File: src/rtl/barret_pkg.sv
// rtl/barret_pkg.sv - shared types and per-prime defaults for the Barrett reducer family
package barret_pkg;

    // Sweep controller states
    typedef enum logic [1:0] {
        ST_IDLE  = 2'd0,
        ST_RUN   = 2'd1,
        ST_DRAIN = 2'd2,
        ST_DONE  = 2'd3
    } bist_state_e;

    // Defaults matching the reducer instances: modulus, input width, residue width
    localparam int Q_3923      = 3923;
    localparam int IN_W_3923   = 23;
    localparam int OUT_W_3923  = 12;

    localparam int Q_7681      = 7681;
    localparam int IN_W_7681   = 26;
    localparam int OUT_W_7681  = 13;

    localparam int Q_12289     = 12289;
    localparam int IN_W_12289  = 28;
    localparam int OUT_W_12289 = 14;

    // Deepest reducer pipeline the drain counter can cover
    localparam int DUT_LAT_MAX = 7;

endpackage

File: src/rtl/mod_counter.sv
// rtl/mod_counter.sv - wrapping counter modulo Q with enable, clear and wrap flag
module mod_counter #(
    parameter int Q = 3923,
    parameter int W = 12
) (
    input  logic         clk,
    input  logic         rst_n,
    input  logic         en,
    input  logic         clr,
    output logic [W-1:0] count,
    output logic         wrap
);

    // Wrap flag marks the last residue before returning to zero
    assign wrap = (count == W'(Q - 1));

    // Count 0..Q-1; clear has priority over enable
    always_ff @(posedge clk or negedge rst_n) begin
        if (!rst_n) begin
            count <= '0;
        end else if (clr) begin
            count <= '0;
        end else if (en) begin
            count <= wrap ? '0 : count + W'(1);
        end
    end

endmodule

File: src/rtl/barret_bist.sv
// rtl/barret_bist.sv - self-test sweep driver and residue checker for a Barrett reducer
module barret_bist
    import barret_pkg::*;
#(
    parameter int Q       = Q_3923,
    parameter int IN_W    = IN_W_3923,
    parameter int OUT_W   = OUT_W_3923,
    parameter int DUT_LAT = 0,
    parameter int ERR_W   = 16
) (
    input  logic             clk,
    input  logic             rst_n,
    input  logic             start,
    input  logic [IN_W-1:0]  sweep_last,
    output logic [IN_W-1:0]  dut_din_a,
    input  logic [OUT_W-1:0] dut_dout_r,
    output logic             busy,
    output logic             done,
    output logic             pass,
    output logic [ERR_W-1:0] err_count,
    output logic [IN_W-1:0]  first_err_din
);

    bist_state_e      state;
    bist_state_e      state_nxt;
    logic [IN_W-1:0]  last_q;
    logic             start_ok;
    logic             in_run;
    logic             at_last;
    logic             step;
    logic [OUT_W-1:0] exp_r;
    logic             exp_wrap;
    logic [2:0]       drain_cnt;
    logic             drain_end;
    logic             cmp_vld;
    logic [OUT_W-1:0] cmp_exp;
    logic [IN_W-1:0]  cmp_din;
    logic             mismatch;

    // start is honoured only when no sweep is in flight
    assign start_ok  = start && ((state == ST_IDLE) || (state == ST_DONE));
    assign in_run    = (state == ST_RUN);
    assign at_last   = (dut_din_a == last_q);
    // The last vector is held rather than incremented, so an all-ones last never overflows
    assign step      = in_run && !at_last;
    assign drain_end = (drain_cnt == 3'(DUT_LAT));

    assign busy = (state == ST_RUN) || (state == ST_DRAIN);
    assign done = (state == ST_DONE);
    assign pass = done && (err_count == '0);

    // State register
    always_ff @(posedge clk or negedge rst_n) begin
        if (!rst_n) begin
            state <= ST_IDLE;
        end else begin
            state <= state_nxt;
        end
    end

    // Next-state logic
    always_comb begin
        state_nxt = state;
        case (state)
            ST_IDLE:  if (start)     state_nxt = ST_RUN;
            ST_RUN:   if (at_last)   state_nxt = ST_DRAIN;
            ST_DRAIN: if (drain_end) state_nxt = ST_DONE;
            ST_DONE:  if (start)     state_nxt = ST_RUN;
            default:                 state_nxt = ST_IDLE;
        endcase
    end

    // Latch the sweep end point when a sweep begins
    always_ff @(posedge clk or negedge rst_n) begin
        if (!rst_n) begin
            last_q <= '0;
        end else if (start_ok) begin
            last_q <= sweep_last;
        end
    end

    // Stimulus counter driving the reducer input
    always_ff @(posedge clk or negedge rst_n) begin
        if (!rst_n) begin
            dut_din_a <= '0;
        end else if (start_ok) begin
            dut_din_a <= '0;
        end else if (step) begin
            dut_din_a <= dut_din_a + IN_W'(1);
        end
    end

    // Golden residue advances in lockstep with the stimulus, so it always equals din mod Q
    mod_counter #(
        .Q (Q),
        .W (OUT_W)
    ) u_exp_cnt (
        .clk   (clk),
        .rst_n (rst_n),
        .en    (step),
        .clr   (start_ok),
        .count (exp_r),
        .wrap  (exp_wrap)
    );

    // Drain timer: counts 0..DUT_LAT while the last comparisons retire
    always_ff @(posedge clk or negedge rst_n) begin
        if (!rst_n) begin
            drain_cnt <= '0;
        end else if (state != ST_DRAIN) begin
            drain_cnt <= '0;
        end else begin
            drain_cnt <= drain_cnt + 3'd1;
        end
    end

    // Alignment of (valid, expected, din) with the reducer output
    generate
        if (DUT_LAT == 0) begin : g_comb
            assign cmp_vld = in_run;
            assign cmp_exp = exp_r;
            assign cmp_din = dut_din_a;
        end else begin : g_pipe
            logic             sr_vld [DUT_LAT];
            logic [OUT_W-1:0] sr_exp [DUT_LAT];
            logic [IN_W-1:0]  sr_din [DUT_LAT];

            // Shift each driven vector's tag alongside the reducer's own pipeline
            always_ff @(posedge clk or negedge rst_n) begin
                if (!rst_n) begin
                    for (int i = 0; i < DUT_LAT; i++) begin
                        sr_vld[i] <= 1'b0;
                        sr_exp[i] <= '0;
                        sr_din[i] <= '0;
                    end
                end else begin
                    sr_vld[0] <= in_run;
                    sr_exp[0] <= exp_r;
                    sr_din[0] <= dut_din_a;
                    for (int i = 1; i < DUT_LAT; i++) begin
                        sr_vld[i] <= sr_vld[i-1];
                        sr_exp[i] <= sr_exp[i-1];
                        sr_din[i] <= sr_din[i-1];
                    end
                end
            end

            assign cmp_vld = sr_vld[DUT_LAT-1];
            assign cmp_exp = sr_exp[DUT_LAT-1];
            assign cmp_din = sr_din[DUT_LAT-1];
        end
    endgenerate

    // Any reducer output >= Q differs from the golden value, so it is caught here too
    assign mismatch = cmp_vld && (dut_dout_r != cmp_exp);

    // Error accounting: saturating count and first failing input
    always_ff @(posedge clk or negedge rst_n) begin
        if (!rst_n) begin
            err_count     <= '0;
            first_err_din <= '0;
        end else if (start_ok) begin
            err_count     <= '0;
            first_err_din <= '0;
        end else if (mismatch) begin
            if (err_count != {ERR_W{1'b1}}) begin
                err_count <= err_count + ERR_W'(1);
            end
            if (err_count == '0) begin
                first_err_din <= cmp_din;
            end
        end
    end

endmodule

File: config.mk
export PLATFORM = sky130hd
export DESIGN_NAME = barret_bist
export DESIGN_NICKNAME = d
export VERILOG_FILES = /design/src/rtl/barret_pkg.sv /design/src/rtl/mod_counter.sv /design/src/rtl/barret_bist.sv
export SDC_FILE = /design/constraint.sdc
export NUM_CORES = 1
export LEC_CHECK = 0
export ABC_AREA = 1
export BUFFER_PORTS_ARGS = -buffer_cell sky130_fd_sc_hd__buf_2
export CORE_ASPECT_RATIO = 1.4
export CORE_MARGIN = 2
export CORE_UTILIZATION = 45
export DETAILED_ROUTE_END_ITERATION = 10
export PLACE_DENSITY = 0.64
export SYNTH_ARGS = -nofsm -noshare
export SYNTH_HDL_FRONTEND = slang
export SYNTH_SLANG_ARGS = --single-unit
File: constraint.sdc
create_clock -name clk -period 1.9 [get_ports clk]
set_input_delay 0.19 -clock clk [delete_from_list [all_inputs] [get_ports clk]]
set_output_delay 0.19 -clock clk [all_outputs]
set_load 0.05 [all_outputs]
Word-level counts from Yosys, hierarchy flattened
Index checks and enable logic that the tools add are counted.
Widths: inputs -> output; s select.
{"block": "word_totals", "register_bits": 102, "inputBits": 38}
{"block": "op_classes", "reduce_logical": 18, "add_sub_neg": 4, "mux": 16, "n_eq_ne": 11}
{"op": "$mux 23", "count": 5}
{"op": "$mux 16", "count": 3}
{"op": "$mux 12", "count": 3}
{"op": "$add 23x1->23 const B", "count": 1}
{"op": "$eq 23x23->1", "count": 1}
{"op": "$add 16x1->16 const B", "count": 1}
{"op": "$logic_not 16->1", "count": 1}
{"op": "$ne 16x16->1 const B", "count": 1}
{"op": "$add 12x1->12 const B", "count": 1}
{"op": "$eq 12x12->1 const B", "count": 1}
{"op": "$ne 12x12->1", "count": 1}
{"op": "$reduce_bool 2->1", "count": 4}
{"op": "$mux 2", "count": 3}
{"op": "$ne 2x2->1 const B", "count": 3}
{"op": "$pmux 2 s3", "count": 1}
{"op": "$eq 2x2->1 const B", "count": 2}
{"op": "$logic_and 1x1->1", "count": 4}
{"op": "$reduce_and 2->1", "count": 2}
{"op": "$add 3x1->3 const B", "count": 1}
{"op": "$logic_not 3->1", "count": 1}
{"op": "$mux 3", "count": 1}
{"op": "$reduce_and 3->1", "count": 1}
{"op": "$eq 2x1->1 const B", "count": 1}
{"op": "$logic_not 2->1", "count": 1}
{"op": "other kinds (4)", "count": 5}

Depth between registers and ports, before layout
Gate-level depths: netlist of run 1.
{"block": "logic_depth", "ltp_word": 5, "ltp_mapped": 12, "depth_no_buf": 11}

Cells and area by module
From an unflattened synthesis of run 1, not the netlist that was laid out.
{"block": "unflattened", "hier_cells": 895, "area_unflattened_um2": 6222.2}
{"module": "barret_bist", "seq_area_each_um2": 2252.2, "n_inst": 1, "area_per_inst_um2": 5452.7, "cells_per_inst": 790}
{"module": "mod_counter", "seq_area_each_um2": 300.3, "n_inst": 1, "area_per_inst_um2": 769.5, "cells_per_inst": 105}

Worst setup path before layout of run 1
Ideal clock, no wire load.
{"block": "synth_path", "path_type": "reg-to-reg", "from": "register err_count[0]", "to": "register err_count[2]", "setup_time_ns": 0.119, "n_path_buf": 1, "synth_period_minus_slack_ns": 2.068, "setup_slack_ns": -0.168, "arrival_ns": 1.949, "stages_incl_launch_ff": 12, "required_time_ns": 1.781, "path_cell_list": "dfrtp_1 -> ha_1 -> nand2_2 -> nor2_4 -> nand2_4 -> nor2_8 -> nand4_4 -> nand3_4 -> nand2_4 -> buf_6 -> nand2_1 -> nand2_1"}
{"block": "synth_via", "elab_chain_cells": 4, "elab_cells_between_ends": 7}
{"item": "start: declaration", "line_no": "barret_bist.sv:20", "text": "output logic [ERR_W-1:0] err_count,"}
{"item": "start signal: assignment", "line_no": "barret_bist.sv:167", "text": "err_count <= err_count + ERR_W'(1);"}
{"item": "$add 16x1->16", "line_no": "barret_bist.sv:167"}
{"item": "$mux 16", "line_no": "barret_bist.sv:166", "text": "if (err_count != {ERR_W{1'b1}}) begin"}
{"item": "$mux 16", "line_no": "barret_bist.sv:165", "text": "end else if (mismatch) begin"}
{"item": "$mux 16", "line_no": "barret_bist.sv:162", "text": "end else if (start_ok) begin"}
Several ways; a longest one is shown, not always the timed one. The select of a mux whose other input is x is not followed.
A chain may end at the register's enable or synchronous reset.

Worst setup path in the final report of run 1
{"block": "layout_path", "from": "register err_count[1]", "to": "output pass"}
{"block": "layout_via", "elab_chain_cells": 2}
{"item": "$logic_not 16->1", "line_no": "barret_bist.sv:50", "text": "assign pass = done && (err_count == '0);"}
{"item": "$logic_and 1x1->1", "line_no": "barret_bist.sv:50"}
{"item": "end: declaration", "line_no": "barret_bist.sv:19", "text": "output logic pass,"}
No other way between the ends.

==> qor.yml, run 1 <==
floorplanning:
  core_sq_mm: 0.0139
  fp.dieH_um: 145
  start_util_pct: 45.8
  io_pins: 103
  die-area_sq_mm: 0.0152
  die_x_um: 105
  std_cell_rows: 51
synth:
  synth.most_common_cell: "nand2_1"
  seq_area_frac_synth_pct: 40.0
  asyncSetResetFlopFracSynth_pct: 100
  ys_top_cells_by_area: "dfrtp_1 40%, nand2_1 19%, nand3_1 7.5%, nor2_1 6.7%, inv_1 5.5%"
  yosysTopAreaCell: "dfrtp_1"
  synth_top_flop_cell: "dfrtp_1"
  synth_seq_cells: 102
  syn-num-nets: 975
  yosysWarnings: 0
  synth_common_cells: "316 x nand2_1, 114 x nor2_1, 102 x dfrtp_1"
  synth_top_area_share_pct: 40.0
  syn_inst: 926
  synth_area_sq_mm: 0.00638
  syn_area_per_cell_sq_um: 6.89
  synth-edff-count: 0
  ys_types: 31
flow_run:
  maxCapViolations: 0
timing:
  slew_violations: 0
  hold_viol: 0
  finalCriticalPeriod_ns: 1.87
  rsz0062_at_grt: "true"
  tightest_slew_ns: 0.417
  fin_tns_setup_ns: 0
  holdWs_ns: 0.0291
  relSlewSlack_pct: 72.1
  period_share_pct: 98.5
  setup_viol: 0
  fmax_mhz: 534
  skew_ns: 0.0152
routing:
  post_drt_wl_per_cell_um: 14.7
  wl_um: 18600
  wl_met1_um: 7580
  met2_length_um: 9770
  drc: 0
  viasPerCell: 4.95
  drt_iter0_markers: 311
  postRouteAntennaNets: 0
  route.met3.wl_um: 600
  drt_first_pass_iters: 4
  highest_layer: "met4"
  vias: 6250
worst_setup_path:
  cp_top_family: "flip-flops"
  cp.arrival_ns: 1.68
  required_ns: 1.71
  startpoint_type: "flip-flop"
  path_buf_inv: 3
  worst-path-stages: 7
  timing_worst_setup_path_type: "reg2out"
  cp_slowest_stage_delay_ns: 0.45
  worstRegToRegCells: 11
  cp_slowest_cell: "dfrtp_2"
  timing.rr.start: "err_count[1]$_DFFE_PN0P_"
  crit_path_cell_trace: "inv_2 -> ha_4 -> nand4_1 -> nor3_2 -> buf_4 -> and2_4 -> buf_8"
  cp-startpoint: "err_count[1]$_DFFE_PN0P_"
  cp_max_fo: 5
  end_kind: "output pin"
cts:
  clk-insertion-delay-late_ns: 0.36
  root_buffer: "clkbuf_16"
  cts_tree: "built"
  cts_buffer_depth: 2
  clk_pin_slew_ns: 0.08
  h-tree-depth: 3
  clock_sinks: 102
  numCtsBuffers: 9
global_route:
  grt_pass1_wl_um: 29300
  grt_pass1_vias: 5881
  grt_max_degree: 70
  grt-ovfl-total: 0
  grt.total_usage_pct: 24.6
  antenna_found_initial: 0
layout:
  n_fill_cell: 1445
  area_delta_synth_final_pct: 24.4
  regArea_sq_mm: 0.00256
  n_antenna_cell: 0
  nets: 1121
  multi_input_area_sq_mm: 0.00330
  layout-drive-gt1-share_pct: 21.1
status:
  status: "finished clean"
power:
  p_total_w: 0.0102
  cellPowerDensity_mw_per_mm2: 1280
  vdd_drop_max_v: 0.000809
  p_leak_nw: 4.36
place:
  port_buffers: 102
  hpwlAfterDp_um: 13500
  gp_congestion: 0.917
min_path:
  hp-start: "sweep_last[20]"
  min_path_type: "in2reg"
  min_path_cells: 3
registers in the layout, indices dropped and copies added (netlist names):
signal           flops
drain_cnt            3
dut_din_a           23
err_count           16
first_err_din       23
last_q              23
state                2
u_exp_cnt.count     12
logic make-up (layout without fill, tap and decap cells):
| logic type | Yosys count | in the layout | synth area share, % |
|---|---|---|---|
| simple gates | 592 | 593 | 40.0 |
| buf+inv | 145 | 295 | 9.36 |
| flops | 102 | 102 | 40.0 |
| xor+xnor | 41 | 41 | 5.63 |
| compound gates | 35 | 35 | 2.79 |
| fa+ha+maj | 11 | 11 | 2.16 |
routing by layer:
layer / vias up / global-route usage (%)
li1: 3191 / -
met4: 0 / 10.3
met1: 2891 / 28.4
met3: 37 / 4.48
met5: - / 0
met2: 131 / 45.0
area by class of cell:
class / instances / area share (%)
timing repair buffer: 176 / 14.7
tap: 185 / 2.92
clock buffer: 10 / 3.01
sequential: 102 / 32.3
inverter: 103 / 4.88
multi-input combinational: 680 / 41.6
clock inverter: 6 / 0.600
power breakdown:
part | internal (W) | switching, W | total (W) | leakage, nW
registers | 0.00269 | 0.000413 | 0.00310 | 1.36
logic | 0.00165 | 0.00359 | 0.00524 | 2.86
clock network | 0.000933 | 0.000887 | 0.00182 | 0.139
total | 0.00528 | 0.00489 | 0.0102 | 4.36
stage by stage:
stage	area [sq um]	worst slack (ns)	util, %	std cells
floorplan	6380	0.0171	-	926
global placement	7450	0.124	53.6	1235
detailed placement	7450	0.112	53.6	1235
CTS	7780	0.00746	55.9	1255
global route	7930	-0.0428	57.0	1262
finish	7930	0.0277	57.0	1262
final timing paths:
| kind | to | slack [ns] |
|---|---|---|
| worst max-delay path | pass | 0.03 |
| worst max register to register | err_count[12]$_DFFE_PN0P_ | 0.05 |
| min in group asynchronous | last_q[1]$_DFFE_PN0P_ | 0.29 |
| max in group asynchronous | err_count[1]$_DFFE_PN0P_ | 1.00 |
| worst min register to register | drain_cnt[0]$_DFF_PN0_ | 0.46 |
| worst min-delay path | last_q[20]$_DFFE_PN0P_ | 0.03 |
tightest hold or removal path, delay by kind of cell:
kind          cells  cell delay, ns
buf+inv           1            0.07
simple gates      2            0.08
layout by cell type (no fill, tap or decap), types with 2 or more instances in the layout:
| master | Yosys | routed |
|---|---|---|
| buf_8 | 0 | 2 |
| nor3_2 | 1 | 3 |
| ha_4 | 0 | 2 |
| inv_2 | 8 | 11 |
| buf_4 | 1 | 65 |
| dfrtp_1 | 102 | 97 |
| buf_6 | 4 | 3 |
| nor3b_1 | 2 | 2 |
| clkinv_4 | 0 | 4 |
| clkbuf_16 | 0 | 10 |
| dfrtp_2 | 0 | 5 |
| a21oi_1 | 10 | 10 |
| nand3_1 | 95 | 95 |
| nor3_1 | 17 | 15 |
| buf_12 | 0 | 4 |
| xor2_1 | 25 | 25 |
| o21ai_0 | 24 | 24 |
| buf_2 | 12 | 100 |
| nand2_4 | 2 | 4 |
| nor2_1 | 114 | 113 |
| nand4_1 | 35 | 35 |
| nand2_2 | 4 | 3 |
| xnor2_1 | 16 | 16 |
| ha_1 | 11 | 9 |
| inv_1 | 94 | 92 |
| nand2_1 | 316 | 315 |
timing repair:
action,in CTS,in global routing
pin swaps,0,5
resized for setup,3,19
endpoints found under the hold margin,20,0
cloned,0,2
endpoints found under the setup margin,1,74
hold buffers,1,0
buffers inserted,3,5
(Power assumes the default switching activity.)
==> inputs of run 2 (changes only) <==
Settings changed: CTS_BUF_LIST set to sky130_fd_sc_hd__clkbuf_8.
==> run 2 against run 1 <==
Combinational power rose by 1%. Fmax rose by 0.35%. Via count rose by 1.6%. Sequential share of layout area fell by 0.25 points. Clock-buffer cell count did not move. Flip-flop and latch count did not move. Utilization rose by 0.59 points. Clock power fell by 26%. Critical path depth fell by 1. First-iteration DRC count rose by 14%. Total power fell by 4.2%. Critical path type unchanged. Critical endpoint unchanged. Largest cell class unchanged.
==> qor.yml, run 2 (same netlist as run 1, synthesis figures left out) <==
status:
  status: "finished clean"
power:
  cellPowerDensity_mw_per_mm2: 1220  # -5.2%
  vdd_drop_max_v: 0.000794  # -2.0%
  p_leak_nw: 4.39  # +0.71%
  p_total_w: 0.00974  # -4.2%
min_path:
  hp-start: "sweep_last[10]"
  min_path_type: "in2reg"
global_route:
  grt-ovfl-total: 0  # unchanged
  grt_max_degree: 70  # unchanged
  grt.total_usage_pct: 24.8  # +0.15 points
  grt_pass1_wl_um: 29600  # +0.92%
  grt_pass1_vias: 5978  # +1.6%
  antenna_found_initial: 0  # unchanged
layout:
  nets: 1139  # +1.6%
  instances_no_fill: 1280  # +1.4%
  layout-drive-gt1-share_pct: 21.7  # +0.66 points
  n_fill_cell: 1407  # -2.6%
  final_common_cell: "nand2_1"
  n_antenna_cell: 0  # unchanged
  area_delta_synth_final_pct: 25.7
  top_regs: "dut_din_a: 23 flops, first_err_din: 23 flops, last_q: 23 flops"
  layout_common_cells: "315 x nand2_1, 112 x nor2_1, 99 x buf_2, 95 x nand3_1, 92 x dfrtp_1"
timing:
  slew_violations: 0  # unchanged
  period_share_pct: 98.2  # -0.35 points
  skew_ns: 0.0149  # -0.000213 ns
  relSlewSlack_pct: 71.3  # -0.84 points
  finalCriticalPeriod_ns: 1.87  # -0.00657 ns
  fin_tns_setup_ns: 0  # unchanged
  fmax_mhz: 536  # +0.35%
  hold_viol: 0  # unchanged
  setup_viol: 0  # unchanged
  tightest_slew_ns: 0.429  # +0.0125 ns
floorplanning:
  io_pins: 103  # unchanged
  std_cell_rows: 51  # unchanged
  die-area_sq_mm: 0.0152  # unchanged
  die_x_um: 105  # unchanged
  core_sq_mm: 0.0139  # unchanged
  fp.dieH_um: 145  # unchanged
  start_util_pct: 45.8  # unchanged
cts:
  numCtsBuffers: 9  # unchanged
  cts_buffer_depth: 2  # unchanged
  h-tree-depth: 3  # unchanged
  clk_pin_slew_ns: 0.11  # +0.03 ns
  root_buffer: "clkbuf_8"
  cts_tree: "built"
  clock_sinks: 102  # unchanged
  clk-insertion-delay-late_ns: 0.39  # +0.03 ns
worst_setup_path:
  cp.arrival_ns: 1.68  # about the same
  startpoint_type: "flip-flop"
  timing.rr.start: "err_count[1]$_DFFE_PN0P_"
  timing_worst_setup_path_type: "reg2out"
  end_kind: "output pin"
  cp_max_fo: 2  # -3
  cp-startpoint: "err_count[5]$_DFFE_PN0P_"
  required_ns: 1.71  # about the same
place:
  hpwlAfterDp_um: 13500  # unchanged
  port_buffers: 102  # unchanged
  place_inst: 1235  # unchanged
  gp_congestion: 0.917  # unchanged
routing:
  post_drt_wl_per_cell_um: 14.7  # -0.39%
  viasPerCell: 4.96  # +0.22%
  drt_iter0_markers: 353  # +14%
  postRouteAntennaNets: 0  # unchanged
  vias: 6353  # +1.6%
  drc: 0  # unchanged
  drt_first_pass_iters: 5  # +1
  wl_um: 18800  # +1.0%
flow_run:
  maxCapViolations: 0  # unchanged
-- run 2: worst max-delay path, cell delays in order (launching register included) --
cell and delay (ns):
dfrtp_1 0.39, nor2_1 0.18, nand4_1 0.14, nor3_2 0.15, buf_4 0.14, and2_4 0.14, buf_8 0.14
-- run 2: timing repair --
item | 4_1_cts | 5_1_grt
resized for setup | 7 | 24
setup endpoints to repair | 1 | 77
hold buffers | 16 | 0
gates cloned | 0 | 2
setup buffers | 3 | 8
pin swaps | 2 | 3
endpoints found under the hold margin | 35 | 0
-- run 2: layer usage --
metal / vias up / wire length (um) / track usage (%)
li1: 3219 / - / -
met1: 2960 / 7580 / 28.7
met2: 140 / 9910 / 45.7
met3: 34 / 662 / 3.54
met4: 0 / 633 / 10.9
met5: - / 0 / 0
-- run 2: power breakdown --
| part | total, W | switching [W] | internal (W) |
|---|---|---|---|
| Clock | 0.00135 | 0.000832 | 0.000520 |
| Sequential | 0.00309 | 0.000402 | 0.00269 |
| Combinational | 0.00530 | 0.00363 | 0.00167 |
-- run 2: metrics by stage --
stage | utilization, % | setup slack [ns] | area, sq um | hold WS, ns
final | 57.6 | 0.0343 | 8010 | 0.0202
after global routing | 57.6 | -0.0212 | 8010 | 0.0169
after CTS | 56.4 | 0.00167 | 7840 | 0.00277
after detailed placement | 53.6 | 0.112 | 7450 | 0.131
after global placement | 53.6 | 0.124 | 7450 | 0.123
after floorplan | - | 0.0171 | 6380 | -0.106
-- run 2: path summary, 6_finish.rpt --
check | to | slack [ns] | cells after the start
worst min-delay path | last_q[10]$_DFFE_PN0P_ | 0.02 | 3
worst min register to register | drain_cnt[0]$_DFF_PN0_ | 0.46 | 1
max in group asynchronous | err_count[0]$_DFFE_PN0P_ | 1.05 | 3
worst max register to register | err_count[9]$_DFFE_PN0P_ | 0.08 | 11
worst max-delay path | pass | 0.03 | 6
min in group asynchronous | err_count[12]$_DFFE_PN0P_ | 0.25 | 2
-- run 2: area by class of cell --
class / instances / area, sq um / share of cell area, %
clock buffers: 10 / 138 / 1.72
clock inverters: 6 / 47.5 / 0.593
inverters: 103 / 387 / 4.83
multi-input cells: 680 / 3300 / 41.2
flip-flops and latches: 102 / 2560 / 32.0
well taps: 185 / 231 / 2.89
repair buffers: 194 / 1340 / 16.8
==> inputs of run 3 (changes only) <==
Settings changed: CORE_UTILIZATION 45 to 37, MAX_ROUTING_LAYER set to met4, PLACE_DENSITY 0.64 to 0.54.
==> run 3 against run 2 <==
Clock skew up 0.0097 ns. Utilization down 9.1 points. Global-route usage down 2.4 points. Critical path depth unchanged. Clock-buffer cell count down 1. Flip-flop and latch count unchanged. Routed wire length up 3.3%. Via count down 0.36%. Die area up 21%. Largest cell class unchanged. Register-to-register slack better by 0.06 ns. Design area up 1.9%. Sequential share of layout area down 0.65 points.
==> qor.yml, run 3 (same netlist as run 1, synthesis figures left out) <==
cts:
  cts_buffer_depth: 2  # unchanged
  clock_sinks: 102  # unchanged
  cts_tree: "built"
  clk_pin_slew_ns: 0.12  # about the same
  numCtsBuffers: 9  # unchanged
  h-tree-depth: 3  # unchanged
  root_buffer: "clkbuf_8"
  clk-insertion-delay-late_ns: 0.41  # +0.02 ns
layout:
  instances_no_fill: 1309  # +2.3%
  layout_common_cells: "314 x nand2_1, 111 x nor2_1, 99 x buf_2, 96 x dfrtp_1, 93 x nand3_1"
  area_delta_synth_final_pct: 28.0
  final_common_cell: "nand2_1"
  layout-drive-gt1-share_pct: 21.5  # -0.22 points
  top_regs: "dut_din_a: 23 flops, first_err_din: 23 flops, last_q: 23 flops"
  n_fill_cell: 1747  # +24%
  nets: 1150  # +0.97%
  post-route-util_pct: 48.5  # -9.1 points
  design_area_sq_mm: 0.00816  # +1.9%
  n_antenna_cell: 0  # unchanged
timing:
  fin_ws_ns: 0.0681  # +0.0338 ns
  tightest_slew_ns: 0.382  # -0.0467 ns
  skew_ns: 0.0246  # +0.00970 ns
  slew_violations: 0  # unchanged
  fmax_mhz: 546  # +1.8%
  setup_viol: 0  # unchanged
  fin_tns_setup_ns: 0  # unchanged
  hold_viol: 0  # unchanged
  period_share_pct: 96.4  # -1.8 points
  finalCriticalPeriod_ns: 1.83  # -0.0338 ns
  relSlewSlack_pct: 74.5  # +3.2 points
  rsz0062_at_grt: "true"
min_path:
  min_path_type: "in2reg"
  hp-start: "sweep_last[0]"
  hold_end: "last_q[0]$_DFFE_PN0P_"
  min_path_cells: 3  # unchanged
routing:
  viasPerCell: 4.84  # -2.6%
  post_drt_wl_per_cell_um: 14.8  # +1.0%
  drt_first_pass_iters: 5  # unchanged
  postRouteAntennaNets: 0  # unchanged
  wl_um: 19400  # +3.3%
  drc: 0  # unchanged
  drt_iter0_markers: 334  # -5.4%
  vias: 6330  # -0.36%
global_route:
  grt_max_degree: 66  # -5.7%
  grt_pass1_vias: 6283  # +5.1%
  antenna_found_initial: 0  # unchanged
  grt.total_usage_pct: 22.4  # -2.4 points
  grt-ovfl-total: 0  # unchanged
  grt_pass1_wl_um: 31500  # +6.6%
place:
  gp_congestion: 0.888  # -3.2%
  place_inst: 1261  # +2.1%
  hpwlAfterDp_um: 14700  # +9.4%
  placed_cell_area_sq_mm: 0.00757  # +1.6%
  preCtsSetupSlack_ns: 0.0695  # -0.0427 ns
  port_buffers: 102  # unchanged
worst_setup_path:
  required_ns: 1.71  # about the same
  reg2reg_to: "err_count[0]$_DFFE_PN0P_"
  timing.rr.start: "err_count[0]$_DFFE_PN0P_"
  worstRegToRegCells: 11  # unchanged
  cp_max_fo: 2  # unchanged
  r2r_slack_ns: 0.14  # +0.06 ns
  timing_worst_setup_path_type: "reg2out"
  startpoint_type: "flip-flop"
  cp.arrival_ns: 1.64  # -0.04 ns
  end_kind: "output pin"
power:
  vdd_drop_max_v: 0.000556  # -30%
  cellPowerDensity_mw_per_mm2: 1220  # +0.10%
  p_leak_nw: 4.46  # +1.7%
floorplanning:
  core_sq_mm: 0.0168  # +21%
  fp.dieH_um: 159  # +10%
  die_x_um: 115  # +9.9%
  start_util_pct: 37.9  # -7.9 points
  std_cell_rows: 56  # +9.8%
  die-area_sq_mm: 0.0183  # +21%
  io_pins: 103  # unchanged
status:
  status: "finished clean"
flow_run:
  maxCapViolations: 0  # unchanged
run 3: per-stage QoR:
step / total power (W) / hold slack (ns)
2_1_floorplan: 0.00655 / -0.106
4_1_cts: 0.00982 / 0.0149
3_3_place_gp: 0.00819 / 0.139
3_5_place_dp: 0.00822 / 0.141
5_1_grt: 0.0107 / 0.0232
6_report: 0.00993 / 0.0310
run 3: what timing repair did:
| item | in CTS | in global routing |
|---|---|---|
| gates resized for setup | 5 | 17 |
| endpoints found under the hold margin | 46 | 0 |
| hold buffers | 23 | 0 |
| setup buffers | 3 | 5 |
| endpoints found under the setup margin | 1 | 37 |
| pin swaps | 2 | 6 |
| cloned | 0 | 1 |
run 3: layout make-up:
type | instances | area, sq um | area share [%]
repair buffers | 206 | 1480 | 18.1
flip-flops and latches | 102 | 2560 | 31.4
clock inverters | 7 | 81.3 | 0.996
inverters | 103 | 387 | 4.74
clock buffers | 9 | 124 | 1.52
multi-input cells | 679 | 3280 | 40.2
well taps | 203 | 254 | 3.11
run 3: critical path: stages, from the launching register on:
cell	delay, ns
dfrtp_2	0.43
inv_2	0.05
ha_1	0.13
nand4_1	0.12
nor3_2	0.18
and2_1	0.17
buf_6	0.16
run 3: worst max path at each step:
stage | from | endpoint | slack (ns)
floorplan | err_count[3]$_DFFE_PN0P_ | err_count[2]$_DFFE_PN0P_ | 0.02
global placement | err_count[0]$_DFFE_PN0P_ | first_err_din[7]$_DFFE_PN0P_ | 0.02
detailed placement | err_count[0]$_DFFE_PN0P_ | err_count[1]$_DFFE_PN0P_ | 0.07
CTS | err_count[0]$_DFFE_PN0P_ | pass | -0.03
global route | err_count[0]$_DFFE_PN0P_ | pass | -0.02
finish | err_count[0]$_DFFE_PN0P_ | pass | 0.07
run 3: metal layers:
| layer | vias to the layer above | track usage [%] | part of all wire [%] |
|---|---|---|---|
| met3 | 23 | 4.19 | 3.4 |
| met1 | 2966 | 25.1 | 41 |
| met4 | 0 | 7.56 | 2.5 |
| met2 | 111 | 39.4 | 53 |
| met5 | - | - | 0 |
| li1 | 3230 | - | - |
run 3: report_power, final:
group	total, W	internal (W)	switching, W	leakage [nW]
Clock	0.00146	0.000532	0.000930	0.104
Combinational	0.00540	0.00176	0.00364	2.99
Sequential	0.00307	0.00269	0.000384	1.36
